<file path="config.mk">
export PLATFORM = sky130hd
export DESIGN_NAME = fpu_rr_scheduler_flat
export DESIGN_NICKNAME = d
export VERILOG_FILES = /design/src/rtl/fpu_rr_scheduler_if.sv /design/src/rtl/fpu_rr_scheduler.sv /design/src/flat_wrapper.sv
export SDC_FILE = /design/constraint.sdc
export NUM_CORES = 1
export LEC_CHECK = 0
export CAP_MARGIN = 0
export CORE_AREA = 8 8 152 154
export CTS_CLUSTER_DIAMETER = 60
export CTS_CLUSTER_SIZE = 10
export DETAILED_ROUTE_END_ITERATION = 8
export DIE_AREA = 0 0 160 162
export GPL_TIMING_DRIVEN = 0
export PLACE_DENSITY_LB_ADDON = 0.1
export SKIP_CTS_REPAIR_TIMING = 1
export SLEW_MARGIN = 15
export SYNTH_ARGS = -nofsm -noshare
export SYNTH_HDL_FRONTEND = slang
export SYNTH_SLANG_ARGS = --single-unit
</file>
<file path="constraint.sdc">
create_clock -name clk -period 3.99 [get_ports clk]
set_input_delay 0.798 -clock clk [delete_from_list [all_inputs] [get_ports clk]]
set_output_delay 0.798 -clock clk [all_outputs]
set_load 0.05 [all_outputs]
</file>
<file path="src/rtl/fpu_rr_scheduler_if.sv">
// rtl/fpu_rr_scheduler_if.sv - request, response and FPU-side bundle of the shared FPU scheduler
interface fpu_rr_scheduler_if #(
  parameter int NUM_REQ = 4,
  parameter int ID_W    = $clog2(NUM_REQ)
);
  logic [NUM_REQ-1:0]    req_valid;
  logic [NUM_REQ-1:0]    req_ready;
  logic [NUM_REQ*32-1:0] req_A;
  logic [NUM_REQ*32-1:0] req_B;
  logic [NUM_REQ*2-1:0]  req_Opcode;
  logic                  rsp_valid;
  logic                  rsp_ready;
  logic [ID_W-1:0]       rsp_id;
  logic [31:0]           rsp_Result;
  logic                  rsp_NaN_error;
  logic [31:0]           fpu_A;
  logic [31:0]           fpu_B;
  logic [1:0]            fpu_Opcode;
  logic [31:0]           fpu_Result;
  logic                  fpu_NaN_error;

  modport master (
    output req_valid, req_A, req_B, req_Opcode, rsp_ready, fpu_Result, fpu_NaN_error,
    input  req_ready, rsp_valid, rsp_id, rsp_Result, rsp_NaN_error, fpu_A, fpu_B, fpu_Opcode
  );

  modport slave (
    input  req_valid, req_A, req_B, req_Opcode, rsp_ready, fpu_Result, fpu_NaN_error,
    output req_ready, rsp_valid, rsp_id, rsp_Result, rsp_NaN_error, fpu_A, fpu_B, fpu_Opcode
  );
endinterface

</file>
<file path="src/rtl/fpu_rr_scheduler.sv">
// rtl/fpu_rr_scheduler.sv - round-robin sharing of one FPU among NUM_REQ requesters, one op in flight
module fpu_rr_scheduler #(
  parameter int NUM_REQ = 4,
  parameter int FPU_LAT = 2,
  parameter int ID_W    = $clog2(NUM_REQ)
) (
  input  logic                clk,
  input  logic                rst_n,
  fpu_rr_scheduler_if.slave   bus,
  output logic                busy
);
  localparam int CNT_W = $clog2(FPU_LAT + 1);

  typedef enum logic [1:0] {IDLE = 2'd0, EXEC = 2'd1, RESP = 2'd2} state_t;

  state_t            state_q, state_d;
  logic [1:0]        sync_q, sync_d;
  logic              rst_s_n;
  logic [ID_W-1:0]   last_q, last_d;
  logic [ID_W-1:0]   id_q, id_d;
  logic [ID_W-1:0]   rsp_id_q, rsp_id_d;
  logic [CNT_W-1:0]  cnt_q, cnt_d;
  logic [31:0]       a_q, a_d, b_q, b_d, res_q, res_d;
  logic [1:0]        op_q, op_d;
  logic              nan_q, nan_d;
  logic              gnt_vld;
  logic [ID_W-1:0]   gnt_idx;

  // Reset asserts asynchronously but is released on a clock edge.
  always_comb begin
    sync_d = {sync_q[0], 1'b1};
  end

  always_ff @(posedge clk or negedge rst_n) begin
    if (!rst_n) sync_q <= 2'b00;
    else        sync_q <= sync_d;
  end

  assign rst_s_n = sync_q[1];

  // Scan downward so the nearest requester after last_q is the one that sticks.
  always_comb begin
    gnt_vld = 1'b0;
    gnt_idx = '0;
    for (int k = NUM_REQ; k >= 1; k--) begin
      if (bus.req_valid[(int'(last_q) + k) % NUM_REQ]) begin
        gnt_vld = 1'b1;
        gnt_idx = ID_W'((int'(last_q) + k) % NUM_REQ);
      end
    end
  end

  always_ff @(posedge clk or negedge rst_s_n) begin
    if (!rst_s_n) begin
      state_q  <= IDLE;
      last_q   <= ID_W'(NUM_REQ - 1);
      id_q     <= '0;
      rsp_id_q <= '0;
      cnt_q    <= '0;
      a_q      <= '0;
      b_q      <= '0;
      op_q     <= '0;
      res_q    <= '0;
      nan_q    <= 1'b0;
    end else begin
      state_q  <= state_d;
      last_q   <= last_d;
      id_q     <= id_d;
      rsp_id_q <= rsp_id_d;
      cnt_q    <= cnt_d;
      a_q      <= a_d;
      b_q      <= b_d;
      op_q     <= op_d;
      res_q    <= res_d;
      nan_q    <= nan_d;
    end
  end

  always_comb begin
    state_d = state_q;
    case (state_q)
      IDLE:    if (gnt_vld) state_d = EXEC;
      EXEC:    if (cnt_q == CNT_W'(1)) state_d = RESP;
      RESP:    if (bus.rsp_ready) state_d = IDLE;
      default: state_d = IDLE;
    endcase
  end

  always_comb begin
    last_d   = last_q;
    id_d     = id_q;
    rsp_id_d = rsp_id_q;
    cnt_d    = cnt_q;
    a_d      = a_q;
    b_d      = b_q;
    op_d     = op_q;
    res_d    = res_q;
    nan_d    = nan_q;
    if (state_q == IDLE && gnt_vld) begin
      a_d    = bus.req_A[32*gnt_idx +: 32];
      b_d    = bus.req_B[32*gnt_idx +: 32];
      op_d   = bus.req_Opcode[2*gnt_idx +: 2];
      last_d = gnt_idx;
      id_d   = gnt_idx;
      cnt_d  = CNT_W'(FPU_LAT);
    end else if (state_q == EXEC) begin
      cnt_d = cnt_q - CNT_W'(1);
      if (cnt_q == CNT_W'(1)) begin
        res_d    = bus.fpu_Result;
        nan_d    = bus.fpu_NaN_error;
        rsp_id_d = id_q;
      end
    end
  end

  always_comb begin
    bus.req_ready = '0;
    if (state_q == IDLE && gnt_vld && rst_s_n) bus.req_ready = NUM_REQ'(1) << gnt_idx;
    bus.rsp_valid = (state_q == RESP);
    busy          = (state_q != IDLE);
  end

  assign bus.fpu_A         = a_q;
  assign bus.fpu_B         = b_q;
  assign bus.fpu_Opcode    = op_q;
  assign bus.rsp_id        = rsp_id_q;
  assign bus.rsp_Result    = res_q;
  assign bus.rsp_NaN_error = nan_q;
endmodule

</file>
<file path="src/flat_wrapper.sv">
// flat-port wrapper written by rule: the top's interface ports become plain ports
module fpu_rr_scheduler_flat 
#(
  parameter int NUM_REQ = 4,
  parameter int FPU_LAT = 2,
  parameter int ID_W    = $clog2(NUM_REQ)
)
  (clk, rst_n, busy, bus_req_valid, bus_req_A, bus_req_B, bus_req_Opcode, bus_rsp_ready, bus_fpu_Result, bus_fpu_NaN_error, bus_req_ready, bus_rsp_valid, bus_rsp_id, bus_rsp_Result, bus_rsp_NaN_error, bus_fpu_A, bus_fpu_B, bus_fpu_Opcode);
  fpu_rr_scheduler_if #(.NUM_REQ(NUM_REQ), .ID_W(ID_W)) bus_i ();
  input  logic clk;
  input  logic rst_n;
  output logic busy;
  input wire logic [$bits(bus_i.req_valid)-1:0] bus_req_valid;
  input wire logic [$bits(bus_i.req_A)-1:0] bus_req_A;
  input wire logic [$bits(bus_i.req_B)-1:0] bus_req_B;
  input wire logic [$bits(bus_i.req_Opcode)-1:0] bus_req_Opcode;
  input wire logic [$bits(bus_i.rsp_ready)-1:0] bus_rsp_ready;
  input wire logic [$bits(bus_i.fpu_Result)-1:0] bus_fpu_Result;
  input wire logic [$bits(bus_i.fpu_NaN_error)-1:0] bus_fpu_NaN_error;
  output wire logic [$bits(bus_i.req_ready)-1:0] bus_req_ready;
  output wire logic [$bits(bus_i.rsp_valid)-1:0] bus_rsp_valid;
  output wire logic [$bits(bus_i.rsp_id)-1:0] bus_rsp_id;
  output wire logic [$bits(bus_i.rsp_Result)-1:0] bus_rsp_Result;
  output wire logic [$bits(bus_i.rsp_NaN_error)-1:0] bus_rsp_NaN_error;
  output wire logic [$bits(bus_i.fpu_A)-1:0] bus_fpu_A;
  output wire logic [$bits(bus_i.fpu_B)-1:0] bus_fpu_B;
  output wire logic [$bits(bus_i.fpu_Opcode)-1:0] bus_fpu_Opcode;
  assign bus_i.req_valid = bus_req_valid;
  assign bus_i.req_A = bus_req_A;
  assign bus_i.req_B = bus_req_B;
  assign bus_i.req_Opcode = bus_req_Opcode;
  assign bus_i.rsp_ready = bus_rsp_ready;
  assign bus_i.fpu_Result = bus_fpu_Result;
  assign bus_i.fpu_NaN_error = bus_fpu_NaN_error;
  assign bus_req_ready = bus_i.req_ready;
  assign bus_rsp_valid = bus_i.rsp_valid;
  assign bus_rsp_id = bus_i.rsp_id;
  assign bus_rsp_Result = bus_i.rsp_Result;
  assign bus_rsp_NaN_error = bus_i.rsp_NaN_error;
  assign bus_fpu_A = bus_i.fpu_A;
  assign bus_fpu_B = bus_i.fpu_B;
  assign bus_fpu_Opcode = bus_i.fpu_Opcode;
  fpu_rr_scheduler #(.NUM_REQ(NUM_REQ), .FPU_LAT(FPU_LAT), .ID_W(ID_W)) u_core (.clk(clk), .rst_n(rst_n), .bus(bus_i), .busy(busy));
endmodule
</file>
==> results.cfg, run 1 <==
[global_routing]
grt_overflow = 0
use_met3_pct = 6.71
grt_first_pass_wirelength_um = 42400
met1_usage_pct = 24.8
grt_pass1_vias = 6737
track_usage_pct = 21.3
grtUsageMet2_pct = 36.7
antenna_found_initial = 1
busiest_layer = met2
grt_max_degree = 52

[sta]
finClkSkew_ps = 7.59
setup_viol = 0
fmax_mhz = 258
fin_crit_ps = 3870
worst_pin_slew_ps = 627
slew_viol_final = 0
hold_slack_ps = 223
worst_slack_ps = 117
hold_violations = 0
rsz0062_at_grt = no
finalCritPeriodShare_pct = 97.1
relSlewSlack_pct = 58.1

[synth]
synth_edf_count = 0
avgSynthCellArea_um2 = 10.9
yosysMostFrequentCell = dfrtp_1
synth_nets = 885
synth-async-reset-ratio_pct = 100
ys.flop_type = dfrtp_1
yosysTopAreaCell = dfrtp_1
synth_common_cells = dfrtp_1 (109), a211oi_1 (92), nor2_1 (77), mux2i_1 (67), nor3b_1 (66)
yosysSeqAreaShare_pct = 43.9
synthCells = 580
synth_cell_types = 33
ys_seq_elements = 111
syn_area_um2 = 6330
yosysTopAreaCellShare_pct = 43.1
yosys-top-cells-area = dfrtp_1 (43%), a211oi_1 (11%), mux2i_1 (11%)
yosysWarningCount = 0

[clocking]
clockRootBuffer = clkbuf_16
path_clk_slew_ps = 80
ctsHtreeMaxLevel = 3
cts_tree = done
cts.sinks = 111
cts_buffers = 9
insertion_delay_ps = 360
clockBufferDepth = 2

[hold_path]
hp-class = reg -> async

[worst_setup_path]
critPathCaptureType = output port
slowest_delay_ps = 510
cp_top_family = buffers and inverters
cpMaxStageDelayCell = clkdlybuf4s50_1
reg2reg_slack_ps = 1380
worstPathMaxFanout = 10
critPathKind = in -> out
start_kind = input port
required_ps = 3190
arrival_ps = 3080
cpMostUsedCell = buf_2
worst-path-buf-inv = 5
path_cells = clkdlybuf4s50_1, mux2i_1, o21ai_2, or2_2, clkbuf_2, buf_2, buf_2, nor2_1, dlymetal6s2s_1

[cells_and_area]
nNetsFinal = 1308
multi_input_area_um2 = 3270
seq_area_um2 = 2780
final_layout_size_suffix_gt1_share_pct = 12.6
postLayoutCoreUtil_pct = 53.9
area_growth_pct = 75.9
fin_area_um2 = 11100
n_fill_cell = 1946
finalNonFillerCells = 1284

[placed_design]
portBuffers = 410
pre_cts_ws_ps = -530
hpwl_um = 23000
postPlaceCellArea_um2 = 10800
dpl.cell_count = 1267
place_congestion = 0.791

[floorplanning]
dieHeight_um = 162
dieArea_um2 = 25900
start_util_pct = 30.6
rows = 53
pin_count = 411
core_area_um2 = 20700
die_width_um = 160

[power]
power.leakage_uw = 0.00432
p_per_area_nw_per_um2 = 772
vdd_ir_drop_max_mv = 0.308

[routing]
via_count = 6283
drt_pre_antenna_iters = 4
antenna_left = 0
wire_per_inst_um = 22.1
viasPerCell = 4.89
wirelength_um = 28300
drc_errors = 0
initialDrtViolationCount = 310

[status]
run_status = finished, final reports clean

[job]
cap_viol_max_count = 0
layout make-up:
cell class | instances | area share [%]
plain buffers | 55 | 2.51
well taps | 275 | 3.09
multi-input cells | 411 | 29.4
repair buffers | 412 | 37.3
diodes | 1 | 0.0225
flip-flops and latches | 111 | 25.0
clock buffers | 10 | 2.05
clock inverters | 6 | 0.528
inverters | 3 | 0.101
worst paths after layout:
path                                  start                  end  cells after the start
min in group clk           u_core.sync_q[0]     u_core.sync_q[1]                      0
min reg2reg                u_core.sync_q[1]       u_core.id_q[1]                      0
max in group asynchronous  u_core.sync_q[1]     u_core.last_q[0]                      1
min                        u_core.sync_q[1]       u_core.id_q[1]                      0
max                        bus_req_valid[1]     bus_req_ready[0]                      9
max reg2reg                u_core.last_q[1]  u_core.bus.fpu_B[1]                      6
cell usage in the layout (no fill, tap or decap), types with 2 or more instances in the layout:
master and n:
a211oi_1 92, a211oi_2 40, a21o_1 2, a21oi_1 5, buf_1 2, buf_16 2
buf_2 15, buf_4 2, buf_6 6, clkbuf_1 29, clkbuf_16 9, clkbuf_2 3
clkdlybuf4s50_1 406, dfrtp_1 108, dfstp_2 2, dlymetal6s2s_1 3, inv_1 3, inv_8 3
mux2_2 35, mux2i_1 67, nand2_1 2, nand2b_1 5, nand3_1 2, nand3b_1 2
nor2_1 76, nor3b_1 66, o21ai_0 3, o21bai_1 2
sequential cells by signal (all words and copies together), names as in the netlist:
signal / cells
u_core.bus.fpu_B: 32
u_core.cnt_q: 2
u_core.bus.fpu_A: 32
u_core.bus.rsp_id: 2
u_core.bus.rsp_NaN_error: 1
u_core.bus.rsp_Result: 32
u_core.id_q: 2
u_core.state_q: 2
u_core.bus.fpu_Opcode: 2
u_core.last_q: 2
u_core.sync_q: 2
report_power, final:
| group | total, uW | internal (uW) | leakage, uW | switching [uW] |
|---|---|---|---|---|
| Clock | 906 | 442 | 0.000139 | 464 |
| Combinational | 5690 | 2100 | 0.00294 | 3590 |
| Sequential | 2010 | 1700 | 0.00125 | 307 |
routing by layer:
layer | vias up | wire, um
met4 | 0 | 586
met5 | - | 0
met1 | 2979 | 11400
li1 | 3017 | -
met3 | 30 | 2300
met2 | 257 | 14100
stage by stage:
stage                     power [uW]  setup TNS [ps]
after detailed placement        7770           -1800
after floorplan                 5680               0
after global routing            9060               0
final                           8600               0
after global placement          7720           -2270
after CTS                       8700           -1870
kinds of logic after synthesis:
family          count (synthesis)  share of synthesized area, %
flops                         111                          43.9
simple gates                  159                          13.9
fa+ha+maj                       1                         0.197
compound gates                148                          20.5
buf+inv                        58                          4.58
other cells                     1                        0.0592
mux                           102                          16.8
(Power assumes the default switching activity.)
==> run 2: changes to the inputs <==
--- a/config.mk
+++ b/config.mk
@@ -5,15 +5,19 @@
 export SDC_FILE = /design/constraint.sdc
 export NUM_CORES = 1
 export LEC_CHECK = 0
+export ABC_AREA = 1
 export CAP_MARGIN = 0
-export CORE_AREA = 8 8 152 154
+export CELL_PAD_IN_SITES_DETAIL_PLACEMENT = 0
+export CELL_PAD_IN_SITES_GLOBAL_PLACEMENT = 2
+export CORE_AREA = 8 8 202 243
 export CTS_CLUSTER_DIAMETER = 60
 export CTS_CLUSTER_SIZE = 10
 export DETAILED_ROUTE_END_ITERATION = 8
-export DIE_AREA = 0 0 160 162
+export DIE_AREA = 0 0 210 251
 export GPL_TIMING_DRIVEN = 0
 export PLACE_DENSITY_LB_ADDON = 0.1
 export SKIP_CTS_REPAIR_TIMING = 1
+export SKIP_LAST_GASP = 1
 export SLEW_MARGIN = 15
 export SYNTH_ARGS = -nofsm -noshare
 export SYNTH_HDL_FRONTEND = slang
==> run 2 against run 1 <==
  * Design area grew 15%
  * Combinational power increased by 90%
  * Critical path depth grew 2
  * Non-clock buffer count is 26 higher
  * Clock power rose by 9.8%
  * Power grew 60%
  * Global-route usage down 5.6 points
  * First-iteration DRC count is 19% higher
  * Critical endpoint is now bus_req_ready[1]
==> results.cfg, run 2 <==
[job]
cap_viol_max_count = 0

[floorplanning]
dieArea_um2 = 52700
die_width_um = 210
dieHeight_um = 251
start_util_pct = 16.7
core_area_um2 = 45300
pin_count = 411
rows = 86

[sta]
relSlewSlack_pct = 49.4
setup_viol = 0
slew_viol_final = 0
fmax_mhz = 269
fin_crit_ps = 3720
finClkSkew_ps = 10.3
hold_violations = 0
worst_pin_slew_ps = 758
hold_slack_ps = 240
finalCritPeriodShare_pct = 93.2
rsz0062_at_grt = no

[global_routing]
grt_max_degree = 49
grt_first_pass_wirelength_um = 61400
track_usage_pct = 15.7
antenna_found_initial = 6
grt_overflow = 0
grt_pass1_vias = 9490

[synth]
yosysMostFrequentCell = nand2_1
yosysTopAreaCell = dfrtp_1
yosysWarningCount = 0
avgSynthCellArea_um2 = 6.46
synthCells = 1172
syn_area_um2 = 7570
synth_nets = 1477
synth_cell_types = 25
yosysSeqAreaShare_pct = 36.7
synth_edf_count = 0
yosysTopAreaCellShare_pct = 36.0
yosys-top-cells-area = dfrtp_1 (36%), nand2_1 (25%), nand3_1 (18%)
ys.flop_type = dfrtp_1
synth_common_cells = nand2_1 (496), nand3_1 (268), inv_1 (146), dfrtp_1 (109), buf_2 (41)
ys_seq_elements = 111
synth-async-reset-ratio_pct = 100

[routing]
drt_pre_antenna_iters = 4
drc_errors = 0
via_count = 8829
viasPerCell = 3.98
antenna_left = 0
wirelength_um = 42200
wire_per_inst_um = 19.0
initialDrtViolationCount = 370

[clocking]
cts_buffers = 9
clockRootBuffer = clkbuf_16
ctsHtreeMaxLevel = 3
clockBufferDepth = 2
cts_tree = done
cts.sinks = 111
insertion_delay_ps = 400
path_clk_slew_ps = 90

[worst_setup_path]
reg2reg_slack_ps = 1290
cpMaxStageDelayCell = clkdlybuf4s50_1
start_kind = input port
rr_worst_depth = 15
arrival_ps = 2920
critPathKind = in -> out
worstPathMaxFanout = 10
critPathCaptureType = output port
cpMostUsedCell = nand2_1
slowest_delay_ps = 450
reg2reg_to = u_core.bus.fpu_A[13]
required_ps = 3190
worst-path-buf-inv = 4
path_cells = clkdlybuf4s50_1, inv_1, o21ai_1, nand2_1, nand2_1, nor3_1, nor2_1, buf_2, nand2_1, nor3_1, clkbuf_2
cp_top_family = buffers and inverters
rr_startpoint = u_core.last_q[0]

[cells_and_area]
postLayoutCoreUtil_pct = 28.2
nNetsFinal = 1898
area_growth_pct = 69.0
final_layout_size_suffix_gt1_share_pct = 8.01
final_common_cell = nand2_1
mostFrequentLayoutCells = nand2_1 (496), clkdlybuf4s50_1 (406), nand3_1 (268)

[power]
p_comb_share_pct = 78.2
p_sw_uw = 8190
power_uw = 13800
vdd_ir_drop_max_mv = 0.296
internal-power_uw = 5610
p_per_area_nw_per_um2 = 1080
p_seq_share_pct = 14.6
sw_frac_of_total_pct = 59.4
power.leakage_uw = 0.00645
clkPwrFrac_pct = 7.2

[placed_design]
hpwl_um = 33100
place_congestion = 0.748
portBuffers = 410

[hold_path]
hp-class = reg -> async

[status]
run_status = finished, final reports clean
run 2: cell count changes in the layout (fill, tap and decap cells not counted), sizes merged, moves of 66 or more:
cell    before  now
nor2        77    4
a211oi     132    0
nor3b       66    0
nand2        2  502
mux2i       67    0
inv          7  153
nand3        2  270
run 2: layer usage:
layer | GRT usage, % | part of all wire, % | vias up
met5 | 0 | 0.076 | -
met4 | 5.28 | 1.9 | 6
met3 | 4.02 | 5.7 | 30
met2 | 27.7 | 50 | 235
met1 | 18.2 | 42 | 4078
li1 | - | - | 4480
run 2: final cells by class:
| cell class | instances | area [um^2] |
|---|---|---|
| flip-flops and latches | 111 | 2780 |
| diodes | 3 | 7.51 |
| inverters | 150 | 566 |
| clock inverters | 7 | 77.6 |
| repair buffers | 412 | 4140 |
| well taps | 616 | 771 |
| clock buffers | 9 | 225 |
| fillers | 5100 | 32500 |
| multi-input cells | 828 | 3770 |
| plain buffers | 81 | 444 |
run 2: metrics by stage:
step	worst slack, ps	cells	TNS, ps	cell area, um^2
2_1_floorplan	185	1172	0	7570
3_3_place_gp	-880	2198	-3490	12400
3_5_place_dp	-624	2200	-1970	12500
4_1_cts	-644	2216	-2030	12800
5_1_grt	14.7	2217	0	12800
6_report	270	2217	0	12800
run 2: logic make-up (layout without fill, tap and decap cells):
kind of cell	Yosys count	count (layout)	synth area share [%]
other	1	4	0.0496
AND/OR/NAND/NOR	781	781	43.8
AO/OA/AOI/OAI	12	12	0.827
flip-flops	111	111	36.7
multiplexers	33	33	4.91
buffers and inverters	233	659	13.5
adder cells (fa/ha/maj)	1	1	0.165
run 2: worst register-to-register path, stage by stage, from the launching register on:
cell and delay (ps):
dfstp_2 530, buf_6 150, nand2_1 60, o21ai_1 110, nand2_1 100, nand2_1 60, nand3_1 60, nand3_1 80
nand2_2 160, inv_2 390, buf_2 360, buf_2 310, nand2_1 90, nand2_1 80, nand2_1 60, nand2_1 60
run 2: worst max path at each step:
stage / cells past startpoint / slack, ps / to / from
finish: 11 / 270 / bus_req_ready[1] / bus_req_valid[3]
global route: 12 / 10 / bus_req_ready[2] / bus_req_valid[0]
CTS: 13 / -640 / bus_req_ready[0] / bus_req_valid[3]
detailed placement: 13 / -620 / bus_req_ready[0] / bus_req_valid[3]
global placement: 3 / -880 / bus_req_ready[2] / u_core.sync_q[1]
floorplan: 2 / 190 / bus_req_ready[0] / u_core.sync_q[1]
run 2: power by group through the flow:
| stage | logic (uW) | clock network [uW] | registers [uW] |
|---|---|---|---|
| 3_3_place_gp | 11100 | 0 | 2040 |
| 3_5_place_dp | 11100 | 0 | 2030 |
| 4_1_cts | 11100 | 1070 | 2020 |
| 5_1_grt | 12000 | 1090 | 2090 |
| 2_1_floorplan | 5330 | 0 | 3770 |
| 6_report | 10800 | 995 | 2010 |
